$ cat config.mk
export PLATFORM = sky130hd
export DESIGN_NAME = uart_tx_arbiter
export DESIGN_NICKNAME = d
export VERILOG_FILES = /design/src/rtl/UART_pkg.sv /design/src/rtl/uart_rr_pick.sv /design/src/rtl/uart_tx_arbiter.sv
export SDC_FILE = /design/constraint.sdc
export NUM_CORES = 1
export LEC_CHECK = 0
export ABC_AREA = 1
export CAP_MARGIN = 0
export CORE_UTILIZATION = 35
export CTS_BUF_LIST = sky130_fd_sc_hd__clkbuf_16
export DETAILED_ROUTE_END_ITERATION = 10
export PLACE_DENSITY = 0.75
export SLEW_MARGIN = 20
export SYNTH_ARGS = -nofsm -noshare
export SYNTH_HDL_FRONTEND = slang
export SYNTH_SLANG_ARGS = --single-unit
$ cat constraint.sdc
create_clock -name clk -period 2.1 [get_ports clk]
set_clock_uncertainty 0.1 [all_clocks]
set_input_delay 0.21 -clock clk [delete_from_list [all_inputs] [get_ports clk]]
set_output_delay 0.21 -clock clk [all_outputs]
set_load 0.005 [all_outputs]
$ cat src/rtl/UART_pkg.sv
// Shared types for the UART transmit-side arbiter: FSM state encoding and requester limit.
package UART_pkg;

    localparam int TX_ARB_MAX_REQ = 8;

    typedef enum logic [2:0] {
        IDLE,
        LOAD,
        SEND,
        WAIT_BUSY,
        WAIT_DONE
    } tx_arb_state_t;

endpackage

$ cat src/rtl/uart_rr_pick.sv
// Combinational round-robin picker: first asserted request at or above rr_ptr_i, wrapping to 0.
module uart_rr_pick #(
    parameter  int N_REQ = 2,
    localparam int IDX_W = $clog2(N_REQ)
) (
    input  logic [N_REQ-1:0] req_i,
    input  logic [IDX_W-1:0] rr_ptr_i,
    output logic             vld_o,
    output logic [IDX_W-1:0] idx_o
);

    int pos;

    // Walk from the farthest rotated slot down to rr_ptr_i so the nearest hit wins.
    always_comb begin
        vld_o = 1'b0;
        idx_o = '0;
        pos   = 0;
        for (int k = N_REQ - 1; k >= 0; k--) begin
            pos = int'(rr_ptr_i) + k;
            if (pos >= N_REQ) begin
                pos = pos - N_REQ;
            end
            if (req_i[pos]) begin
                vld_o = 1'b1;
                idx_o = IDX_W'(pos);
            end
        end
    end

endmodule

$ cat src/rtl/uart_tx_arbiter.sv
// Round-robin owner of the shared UART transmitter: one byte per grant, load -> send -> wait for pending flag.
// Optional transmit watchdog enabled by defining UART_TX_ARB_TIMEOUT_EN.
module uart_tx_arbiter
    import UART_pkg::*;
#(
    parameter  int N_REQ          = 2,
    parameter  int TIMEOUT_CYCLES = 65535,
    localparam int IDX_W          = $clog2(N_REQ)
) (
    input  logic                 clk,
    input  logic                 rst,
    input  logic [N_REQ-1:0]     req_valid,
    input  logic [8*N_REQ-1:0]   req_data,
    output logic [N_REQ-1:0]     req_ready,
    output logic [N_REQ-1:0]     req_done,
    output logic [7:0]           Tx_Data,
    output logic                 tx_data_en,
    output logic                 tx_send,
    output logic                 tx_send_en,
    input  logic                 tx_send_w,
    output logic                 busy,
    output logic [IDX_W-1:0]     grant_id,
    output logic                 timeout_err,
    output tx_arb_state_t        Arb_state_out
);

    if (N_REQ < 2 || N_REQ > TX_ARB_MAX_REQ || TIMEOUT_CYCLES < 1 || TIMEOUT_CYCLES > 65535) begin : g_param_err
        $error("uart_tx_arbiter: parameter out of range");
    end

    tx_arb_state_t    state_q, state_d;
    logic [IDX_W-1:0] rr_ptr_q, rr_ptr_d;
    logic [IDX_W-1:0] grant_q, grant_d;
    logic [7:0]       hold_q, hold_d;
    logic             pick_vld;
    logic [IDX_W-1:0] pick_idx;
    logic [IDX_W-1:0] rr_next;
    logic             tmo_hit;

    uart_rr_pick #(.N_REQ(N_REQ)) u_pick (
        .req_i    (req_valid),
        .rr_ptr_i (rr_ptr_q),
        .vld_o    (pick_vld),
        .idx_o    (pick_idx)
    );

    assign rr_next = (grant_q == IDX_W'(N_REQ - 1)) ? '0 : grant_q + IDX_W'(1);

`ifdef UART_TX_ARB_TIMEOUT_EN
    logic [15:0] tmo_cnt_q;

    // Counts cycles spent waiting on the UART; zeroed while the send strobe goes out.
    always_ff @(posedge clk or posedge rst) begin
        if (rst) begin
            tmo_cnt_q <= '0;
        end else if (state_q == SEND) begin
            tmo_cnt_q <= '0;
        end else if (state_q == WAIT_BUSY || state_q == WAIT_DONE) begin
            tmo_cnt_q <= tmo_cnt_q + 16'd1;
        end
    end

    assign tmo_hit = (state_q == WAIT_BUSY || state_q == WAIT_DONE) &&
                     (tmo_cnt_q == 16'(TIMEOUT_CYCLES));
`else
    assign tmo_hit = 1'b0;
`endif

    always_comb begin
        state_d     = state_q;
        rr_ptr_d    = rr_ptr_q;
        grant_d     = grant_q;
        hold_d      = hold_q;
        req_ready   = '0;
        req_done    = '0;
        tx_data_en  = 1'b0;
        tx_send_en  = 1'b0;
        tx_send     = 1'b0;
        timeout_err = 1'b0;
        case (state_q)
            IDLE: begin
                if (pick_vld) begin
                    req_ready[pick_idx] = 1'b1;
                    hold_d              = req_data[{pick_idx, 3'b000} +: 8];
                    grant_d             = pick_idx;
                    state_d             = LOAD;
                end
            end
            LOAD: begin
                tx_data_en = 1'b1;
                state_d    = SEND;
            end
            SEND: begin
                tx_send_en = 1'b1;
                tx_send    = 1'b1;
                state_d    = WAIT_BUSY;
            end
            WAIT_BUSY: begin
                if (tx_send_w) begin
                    state_d = WAIT_DONE;
                end
            end
            WAIT_DONE: begin
                if (!tx_send_w) begin
                    req_done[grant_q] = 1'b1;
                    rr_ptr_d          = rr_next;
                    state_d           = IDLE;
                end
            end
            default: state_d = IDLE;
        endcase
        // Watchdog abort: withdraw the pending send and move on without a completion.
        if (tmo_hit) begin
            timeout_err = 1'b1;
            tx_send_en  = 1'b1;
            tx_send     = 1'b0;
            req_done    = '0;
            rr_ptr_d    = rr_next;
            state_d     = IDLE;
        end
    end

    always_ff @(posedge clk or posedge rst) begin
        if (rst) begin
            state_q  <= IDLE;
            rr_ptr_q <= '0;
            grant_q  <= '0;
            hold_q   <= '0;
        end else begin
            state_q  <= state_d;
            rr_ptr_q <= rr_ptr_d;
            grant_q  <= grant_d;
            hold_q   <= hold_d;
        end
    end

    assign Tx_Data       = hold_q;
    assign busy          = (state_q != IDLE);
    assign grant_id      = grant_q;
    assign Arb_state_out = state_q;

endmodule

* Yosys cells after proc, flatten, opt, wreduce, memory -nomap -nowiden *
Cells that the tools add are included.

word-level totals
  bits of input ports = 21
  output and inout port bits = 21
  flip-flop bits (word level) = 13
  word-level logic and storage cells = 59

operators by class
  equal/unequal tests = 7
  reduce and logical (&&, ||, !) cells = 7
  multiplexer cells = 27
  bitwise gates (word level) = 1
  shifts and indexed selects = 1
  $lt $le $gt $ge = 8
  add/sub/neg operators = 4

operator list
  cell                                                                                  number
  32-bit by 3-bit < comparator with 1-bit output, second input constant                 2
  32-bit 2-to-1 mux                                                                     2
  32-bit by 3-bit greater-or-equal comparator with 1-bit output, second input constant  1
  32-bit by 3-bit subtractor with 32-bit output, second input constant                  1
  16-bit by 5-bit variable part select with 8-bit output                                1
  1-bit 2-to-1 mux                                                                      15
  3-bit one-hot mux with 5 select lines                                                 1
  3-bit 2-to-1 mux                                                                      3
  2-bit 2-to-1 mux                                                                      4
  3-bit by 2-bit == test with 1-bit output, second input constant                       2
  2-bit inequality test, second input constant                                          3
  1-bit by 2-bit < comparator with 1-bit output, second input constant                  2
  2-bit AND reduction                                                                   2
  3-bit by 1-bit == test with 1-bit output, second input constant                       1
  3-bit == test, second input constant                                                  1
  3-bit zero test                                                                       1
  3-bit AND reduction                                                                   1
  3-bit nonzero test                                                                    1
  1-bit by 2-bit subtractor with 3-bit output, second input constant                    1
  1-bit by 1-bit adder with 2-bit output, second input constant                         1
  1-bit demux with 1-bit select                                                         2
  1-bit greater-or-equal comparator, second input constant                              2
  1-bit by 2-bit greater-or-equal comparator with 1-bit output, second input constant   1
  1-bit logical AND                                                                     2
  other kinds (2)                                                                       2

* Depth between registers and ports, before layout *
  word-level depth = 14
  depth in mapped cells = 6
  mapped depth without buffers = 6

* Hierarchy *
From an unflattened synthesis, not the netlist that was laid out.

second synthesis, totals
  cell total of the unflattened synthesis = 108
  area total of the unflattened synthesis = 768.2 um^2

modules (own cells, without submodules)
  module           area an instance (um^2)  instances  cells each  sequential area each (um^2)
  uart_tx_arbiter  749.5                    1          104         325.3
  uart_rr_pick     18.8                     1          4           0.0

* Worst setup path after synthesis *
Ideal clock, no wire load.

  kind = register to output
  start = reg state_q[2] (netlist: Arb_state_out[2])
  end = out req_ready[1]
  arrival = 0.996 ns
  slack = 0.794 ns
  buffers on the path = 1
  stages on the path, launching flop included = 7
  cell sequence = dfrtp_1 -> inv_2 -> nand2_4 -> nor2_8 -> buf_8 -> nand2_1 -> inv_1

on the way
  cells in the longest elaborated chain, start to end = 2

ends and longest elaborated chain
  item                    RTL line                source
  from (decl)             uart_tx_arbiter.sv:31   tx_arb_state_t state_q, state_d;
  from (signal assigned)  uart_tx_arbiter.sv:130  state_q <= state_d;
  3-bit zero test         uart_tx_arbiter.sv:80   case (state_q)
  2-bit 2-to-1 mux        uart_tx_arbiter.sv:80
  to (decl)               uart_tx_arbiter.sv:14   output logic [N_REQ-1:0] req_ready,

No other way between the ends.

* Final worst setup path *
  start = reg state_q[1] (netlist: Arb_state_out[1])
  end = out req_ready[0]

The elaborated chain is that of the path after synthesis.

==> impl_metrics.yaml <==
global_route:
  overflow: 0
  grt_max_degree: 18
  grt_use_total_pct: 17.5
  antenna_found_initial: 0
  grt_pass1_vias: 674
  grt_pass1_wl_um: 2680
layout:
  layout.nets: 155
  drive_gt1_share_pct: 11.3
  fin_cells: 160
  fin_area_mm2: 0.00122
  regArea_um2: 327
  fillers: 165
  area_growth_pct: 69.5
  multi_input_area_um2: 320
  diodes: 0
min_path:
  hold_class: "in -> async"
placed_design:
  place_hpwl_um: 1310
  placed_area_mm2: 0.00113
  gp_congestion: 0.750
  port_buffers: 40
  placed_cells: 155
floorplanning:
  die_area_mm2: 0.00225
  initial_core_util_pct: 37.2
  die_y_um: 47.4
  core_region_area_mm2: 0.00194
  row_count: 16
  die_w_um: 47.4
  pin_count: 42
pwr:
  p_leak_nw: 0.570
  vdd_drop_max_uv: 758
  p_sw_share_pct: 35.3
  p_sw_w: 0.000596
  internal-power_w: 0.00109
  pwr-share-comb_pct: 50.2
  power.density_mw_per_mm2: 1380
  seq_power_share_pct: 28.9
  clock_power_share_pct: 21.0
  p_total_w: 0.00169
timing:
  timing.final.crit_share_pct: 93.6
  fin_hold_ws_ns: 0.184
  finalSetupTns_ns: 0
  hold_violations: 0
  maxClockFrequency_mhz: 508
  finalSetupViolCount: 0
  rsz0062_at_grt: "false"
  fin_crit_ns: 1.97
  maxSlewViolCount: 0
cts:
  clock-sinks: 13
  numCtsBuffers: 3
  path_clk_slew_ns: 0.05
  insertion_delay_ns: 0.24
  htreeDepth: 1
  cts_hold_buffers: 0
  cts_tree: "built"
  cts-root-buf: "clkbuf_16"
  cts_buffer_depth: 2
detailed_routing:
  drc: 1
  dr.pass1.iters: 7
  via_per_inst: 4.61
  drt-initial-drc-count: 9
  routedWlPerCell_um: 11.0
  wl_um: 1770
  ant_nets: 0
  vias: 737
synth:
  synth_area_um2: 722
  synth.most_common_cell: "nand3_1"
  synthCells: 90
  ys_dominant_reg_cell: "dfrtp_1"
  synth_area_leader_cell: "dfrtp_1"
  netlist_top_cells_area: "dfrtp_1 (45%), nand3_1 (19%), nand2_1 (8.8%)"
  yosysUniqueCellTypes: 16
  synthesis.nets: 111
  yosysTopAreaCellShare_pct: 45.1
  ys_warn_count: 0
  ys_seq_elements: 13
  yosysSeqAreaShare_pct: 45.1
  synth-edff-count: 0
  synthTopCellsByCount: "nand3_1 (27), nand2_1 (17), dfrtp_1 (13), inv_1 (8), nor2_1 (8)"
  async_flop_share_pct: 100
  avgSynthCellArea_um2: 8.02
status:
  status: "finished, violations left"
  failed_checks: "design-rule violations"
critical_path:
  worst_path_most_repeated_cell: "nand2_4"
  critPathMaxStageDelay_ns: 0.50
  startpoint: "Arb_state_out[1]$_DFFE_PP0P_"
  worstSetupEndpointType: "output port"
  crit_type: "reg -> out"
  slowest_stage: "clkdlybuf4s50_1"
  critPathLaunchType: "flop"
  ff2ff_path_depth: 6
  crit_chain: "inv_2 -> nand2_4 -> nor2_8 -> nand2_4 -> nor2_1 -> clkdlybuf4s50_1"
  regToRegEndpoint: "Tx_Data[2]$_DFFE_PP0P_"
  crit_required_ns: 1.79
  critPathCapture: "req_ready[0]"
  r2r_setup_slack_ns: 0.79
  r2r_start: "Arb_state_out[1]$_DFFE_PP0P_"
  cp_data_arrival_time_ns: 1.66
  critPathMaxFanout: 10
flow_run:
  drv_cap: 0
## state kept, by name, indices dropped and copies added, names as in the netlist
register and flops:
Tx_Data 8, rr_ptr_q 1, Arb_state_out 3, grant_id 1
## worst max-delay path: cells and delay by family, from the launching register on
family / cells / cell delay [ns]
buffers and inverters: 2 / 0.61
flip-flops: 1 / 0.43
AND/OR/NAND/NOR: 4 / 0.38
## cells by family after synthesis
family                 after synthesis  synth area share, %
other                                1                0.519
and+or+nand+nor                     57                 39.3
DFF                                 13                 45.1
AOI/OAI and AO/OA                    4                 4.16
buffers and inverters               15                 10.9
## cell usage in the layout, fill, tap and decap left out, drive strengths merged
cell type,count
nand2,19
a21oi,1
o221ai,1
o21a,1
inv,12
clkbuf,3
buf,3
nand4,2
nor2,9
nand3,27
conb,1
dfrtp,13
clkdlybuf4s50,40
o21ai,1
## power by group through the flow
stage	sequential (W)	clock, W	combinational, W
2_1_floorplan	0.000479	0	0.000439
3_3_place_gp	0.000481	0	0.000826
3_5_place_dp	0.000484	0	0.000841
4_1_cts	0.000482	0.000358	0.000843
5_1_grt	0.000504	0.000376	0.000944
6_report	0.000488	0.000354	0.000848
## per-layer routing
metal / vias to the layer above / routed length [µm] / GRT usage, %
met5: - / 0 / 0
met4: 0 / 36 / 10.9
met3: 5 / 81 / 4.91
met2: 21 / 855 / 26.0
met1: 334 / 794 / 22.6
li1: 377 / - / -
## final cells by class
| cell class | count | share of cell area (%) |
|---|---|---|
| Inverter | 11 | 3.37 |
| Sequential cell | 13 | 26.7 |
| Multi-Input combinational cell | 62 | 26.2 |
| Clock inverter | 1 | 0.307 |
| Timing Repair Buffer | 43 | 34.6 |
| Clock buffer | 3 | 6.13 |
| Tap cell | 27 | 2.76 |
## timing repair
item | 4_1_cts | 5_1_grt
endpoints found under the setup margin | 0 | 4
gates resized for setup | 0 | 2
setup buffers | 0 | 1
## worst min path at each step
stage | start | to | slack (ns)
floorplan | rst | Arb_state_out[0]$_DFFE_PP0P_ | -0.01
global placement | Tx_Data[7]$_DFFE_PP0P_ | Tx_Data[7]$_DFFE_PP0P_ | 0.39
detailed placement | Tx_Data[3]$_DFFE_PP0P_ | Tx_Data[3]$_DFFE_PP0P_ | 0.39
CTS | rst | Tx_Data[0]$_DFFE_PP0P_ | 0.20
global route | rst | Tx_Data[0]$_DFFE_PP0P_ | 0.24
finish | rst | Tx_Data[0]$_DFFE_PP0P_ | 0.18
## metrics by stage
step	setup WS, ns	util [%]
after floorplan	0.794	-
after global placement	0.175	58.4
after detailed placement	0.153	58.4
after CTS	0.0503	62.4
after global routing	0.0121	63.0
final	0.133	63.0
Power figures use the tool's default switching activity.
